<file path="config.mk">
export PLATFORM = sky130hd
export DESIGN_NAME = id_operand_stage
export DESIGN_NICKNAME = d
export VERILOG_FILES = /design/src/rtl/id_operand_stage.sv
export SDC_FILE = /design/constraint.sdc
export NUM_CORES = 1
export LEC_CHECK = 0
export BUFFER_PORTS_ARGS = -buffer_cell sky130_fd_sc_hd__buf_2
export CORE_AREA = 2 2 191 193
export CTS_BUF_LIST = sky130_fd_sc_hd__clkbuf_4
export DETAILED_ROUTE_END_ITERATION = 8
export DIE_AREA = 0 0 193 195
export GPL_ROUTABILITY_DRIVEN = 0
export GPL_TIMING_DRIVEN = 0
export PLACE_DENSITY = 0.47
export SETUP_SLACK_MARGIN = 0.2
export SLEW_MARGIN = 20
export SYNTH_ARGS = -nofsm -noshare
export SYNTH_HDL_FRONTEND = slang
export SYNTH_SLANG_ARGS = --single-unit
</file>
<file path="constraint.sdc">
create_clock -name clk -period 3 [get_ports clk]
set_clock_uncertainty 0.1 [all_clocks]
set_input_delay 0.6 -clock clk [delete_from_list [all_inputs] [get_ports clk]]
set_output_delay 0.6 -clock clk [all_outputs]
set_load 0.005 [all_outputs]
</file>
<file path="src/rtl/id_operand_stage.sv">
// Decode/operand-fetch stage: regfile read addressing, EX/WB forwarding, load-use bubble.
// Latency 1 cycle accept->out_valid; in_ready drops on hazard, flush, reset or held entry.
module id_operand_stage #(
    parameter int DATA_W = 64,
    parameter int ADDR_W = 4
) (
    input  logic              clk,
    input  logic              reset,
    input  logic              flush,
    input  logic              in_valid,
    output logic              in_ready,
    input  logic [31:0]       in_instr,
    input  logic              in_use_rn,
    input  logic              in_use_rm,
    input  logic              in_is_load,
    input  logic              in_writes_rd,
    output logic [ADDR_W-1:0] r0addr,
    output logic [ADDR_W-1:0] r1addr,
    input  logic [DATA_W-1:0] r0data,
    input  logic [DATA_W-1:0] r1data,
    input  logic              ex_valid,
    input  logic              ex_writes,
    input  logic              ex_is_load,
    input  logic [ADDR_W-1:0] ex_waddr,
    input  logic [DATA_W-1:0] ex_wdata,
    input  logic              wb_wea,
    input  logic [ADDR_W-1:0] wb_waddr,
    input  logic [DATA_W-1:0] wb_wdata,
    output logic              out_valid,
    input  logic              out_ready,
    output logic [DATA_W-1:0] out_rn_data,
    output logic [DATA_W-1:0] out_rm_data,
    output logic [ADDR_W-1:0] out_rd,
    output logic [31:0]       out_instr,
    output logic              out_is_load,
    output logic              out_writes_rd
);
    logic [ADDR_W-1:0] rn, rm, rd;
    logic              ex_fwd_ok, ex_load_busy, hazard, accept;
    logic [DATA_W-1:0] rn_res, rm_res;

    logic              valid_q, valid_d;
    logic [DATA_W-1:0] rn_data_q, rn_data_d;
    logic [DATA_W-1:0] rm_data_q, rm_data_d;
    logic [ADDR_W-1:0] rd_q, rd_d;
    logic [31:0]       instr_q, instr_d;
    logic              is_load_q, is_load_d;
    logic              writes_rd_q, writes_rd_d;

    assign rn = in_instr[16 +: ADDR_W];
    assign rm = in_instr[0 +: ADDR_W];
    assign rd = in_instr[12 +: ADDR_W];
    assign r0addr = rn;
    assign r1addr = rm;

    assign ex_fwd_ok    = ex_valid & ex_writes & ~ex_is_load;
    assign ex_load_busy = ex_valid & ex_writes & ex_is_load;

    // WB forwarding covers the write that lands in the regfile at this same edge.
    always_comb begin
        rn_res = r0data;
        if (ex_fwd_ok && ex_waddr == rn)
            rn_res = ex_wdata;
        else if (wb_wea && wb_waddr == rn)
            rn_res = wb_wdata;
        rm_res = r1data;
        if (ex_fwd_ok && ex_waddr == rm)
            rm_res = ex_wdata;
        else if (wb_wea && wb_waddr == rm)
            rm_res = wb_wdata;
    end

    assign hazard   = in_valid & ex_load_busy &
                      ((in_use_rn & (ex_waddr == rn)) | (in_use_rm & (ex_waddr == rm)));
    assign in_ready = ~reset & ~hazard & ~flush & (~valid_q | out_ready);
    assign accept   = in_valid & in_ready;

    always_comb begin
        valid_d     = valid_q;
        rn_data_d   = rn_data_q;
        rm_data_d   = rm_data_q;
        rd_d        = rd_q;
        instr_d     = instr_q;
        is_load_d   = is_load_q;
        writes_rd_d = writes_rd_q;
        if (flush) begin
            valid_d = 1'b0;
        end else if (accept) begin
            valid_d     = 1'b1;
            rn_data_d   = rn_res;
            rm_data_d   = rm_res;
            rd_d        = rd;
            instr_d     = in_instr;
            is_load_d   = in_is_load;
            writes_rd_d = in_writes_rd;
        end else if (!(valid_q && !out_ready)) begin
            // Bubble: data fields keep their last values.
            valid_d = 1'b0;
        end
    end

    always_ff @(posedge clk) begin
        if (reset) begin
            valid_q     <= 1'b0;
            rn_data_q   <= '0;
            rm_data_q   <= '0;
            rd_q        <= '0;
            instr_q     <= '0;
            is_load_q   <= 1'b0;
            writes_rd_q <= 1'b0;
        end else begin
            valid_q     <= valid_d;
            rn_data_q   <= rn_data_d;
            rm_data_q   <= rm_data_d;
            rd_q        <= rd_d;
            instr_q     <= instr_d;
            is_load_q   <= is_load_d;
            writes_rd_q <= writes_rd_d;
        end
    end

    assign out_valid     = valid_q;
    assign out_rn_data   = rn_data_q;
    assign out_rm_data   = rm_data_q;
    assign out_rd        = rd_q;
    assign out_instr     = instr_q;
    assign out_is_load   = is_load_q;
    assign out_writes_rd = writes_rd_q;
endmodule

</file>
==> out/qor.yml <==
status: "completed"
grt_usage_pct: 25.4
io_pins: 485
die_area_um2: 37600
fin_util_pct: 35.5
vias_per_cell: 5.35
ant_nets: 0
wl_per_cell_um: 22.5
worstMarginPinSlew_ps: 838
dieHeight_um: 195
path_clk_slew_ps: 160
clock_latency_ps: 660
required_ps: 2300
post-dp-hpwl_um: 39200
drt-pass1-iter-count: 5
cp.arrival_ps: 1700
cts_resized: 0
cts_buffer_depth: 2
fmax_ghz: 0.416
power_frac_clock_pct: 30.1
r2r_start: "out_valid"
yosys_register_bits: 163
die_w_um: 193
postPlaceCellArea_um2: 12200
synth_flop_cell: "dfxtp_1"
path_max_fanout: 5
cts_setup_buffers: 0
drt_wl_total_um: 50200
yosys-top-cells-area: "dfxtp_1, o32ai_1, a21oi_1"
min_path_cells: 3
end_kind: "output pin"
synth.most_common_cell: "dfxtp_1"
ys_types: 26
cts_tree: "yes"
synth_cells: 1235
cts-root-buf: "clkbuf_4"
hold_violations: 0
p_sw_mw: 1.79
synth_common_cells: "dfxtp_1, a21oi_1, nand3_1"
reg2reg_setup_slack_ps: 870
drv_slew: 0
setup_tns_ps: 0
synth_edf_count: 0
max_cap_viol_count: 0
worstRegToRegCells: 8
seqPwrFrac_pct: 45.3
drive_gt1_share_pct: 33.5
rr_endpoint: "out_rd[2]"
rsz0062_at_grt: "no"
cp-start-kind: "primary input"
num_vias: 11900
drc: 0
grt_max_degree: 17
min_path_type: "primary input to register"
p_per_area_nw_per_um2: 411
syn_avg_cell_area_um2: 7.42
n_fill_cell: 3934
design_area_um2: 12600
synth_top_area_share_pct: 35.6
htree_levels: 4
drt_first_iter_violations: 789
power_frac_comb_pct: 24.5
min_period_over_period_pct: 80.1
period_needed_ps: 2400
p_sw_share_pct: 34.8
antenna_found_initial: 16
irDropWorstVdd_v: 0.000241
yosysWarnings: 0
gr-total-overflow: 0
syn_area_um2: 9160
synth.net_count: 1544
nets: 2051
synth.largest_area_cell: "dfxtp_1"
power_leakage_nw: 4.95
p_int_mw: 3.36
yosysSeqAreaShare_pct: 35.6
final_cells: 2231
grt_pass1_vias: 11500
numCtsBuffers: 17
initial_core_util_pct: 25.9
row_count: 69
hold_end: "out_instr[29]"
hp-start: "in_instr[29]"
grt_pass1_wl_um: 71600
place_inst: 2179
slew_headroom_pct: 44.1
core_um2: 35400
async_flop_share_pct: 0
cts_sinks: 163
port_buffers: 483
synthToLayoutAreaGrowth_pct: 37.0
cts_hold_buf: 5
finalSetupViolCount: 0
worstSetupPathType: "primary input to output pin"
## power groups by stage
stage	Sequential, mW	Clock (mW)	Combinational, mW
after floorplan	2.39	0	0.596
after global placement	2.38	0	1.24
after detailed placement	2.38	0	1.25
after CTS	2.34	1.60	1.26
after global routing	2.35	1.66	1.37
final	2.34	1.55	1.27
## cells by family after synthesis
kind of cell	share of synthesized area [%]
and+or+nand+nor	17.7
AOI/OAI and AO/OA	32.0
xor gates and xnor gates	1.53
buffers and inverters	13.1
DFF	35.6
## final cells by class
cell class	instances	area, um2	share of cell area (%)
buffer	164	718	5.72
sequential	163	3260	26.0
inverter	129	484	3.86
clock buffer	18	135	1.08
multi-input combinational	779	4690	37.4
timing repair buffer	488	2470	19.7
clock inverter	14	176	1.41
antenna	15	37.5	0.299
tap	461	577	4.59
## registers in the layout, indices dropped and copies added (netlist names)
register	flops
out_is_load	1
out_valid	1
out_writes_rd	1
out_rd	3
out_instr	29
out_rn_data	64
out_rm_data	64
## metrics by stage
step           hold WS, ps  setup WS [ps]  total power, mW
6_report              71.4            596             5.16
5_1_grt               27.9            536             5.37
4_1_cts               1.59            573             5.19
3_5_place_dp           344            141             3.63
3_3_place_gp           340            148             3.63
2_1_floorplan          351            942             2.98
## worst max-delay path, stage by stage
cell,delay (ps)
buf_2,150
xnor2_1,180
nand4_1,220
o22a_1,280
and3_1,140
buf_2,130
## cells in the final DEF (no fill, tap or decap), drive strengths merged, types with 3 or more instances in the layout
cell type    netlist  routed
o32ai            128     128
xnor2             16      16
clkbuf            93     111
bufinv             0       3
nor3             128     128
buf               71     554
inv              129     132
nand2             72      72
dlygate4sd3        0       5
dfxtp            163     163
a21oi            162     162
clkinvlp           0       7
diode              0      15
o22ai            128     128
nand3            130     130
## how the worst max path moves through the flow
stage,startpoint,end,slack (ps),cells after the start
floorplan,reset,out_rm_data[42],940,8
global placement,in_instr[3],out_rn_data[4],150,8
detailed placement,in_instr[3],out_rd[2],140,9
CTS,in_instr[3],in_ready,570,6
global route,in_instr[2],in_ready,540,6
finish,in_instr[18],in_ready,600,6
## layer usage
| metal | up-vias | GRT usage [%] | part of all wire [%] |
|---|---|---|---|
| met3 | 79 | 5.97 | 8.0 |
| li1 | 5582 | - | - |
| met4 | 2 | 9.96 | 2.8 |
| met1 | 5704 | 32.5 | 42 |
| met2 | 567 | 41.3 | 48 |
| met5 | - | 0 | 0.026 |
Power figures use the tool's default switching activity.
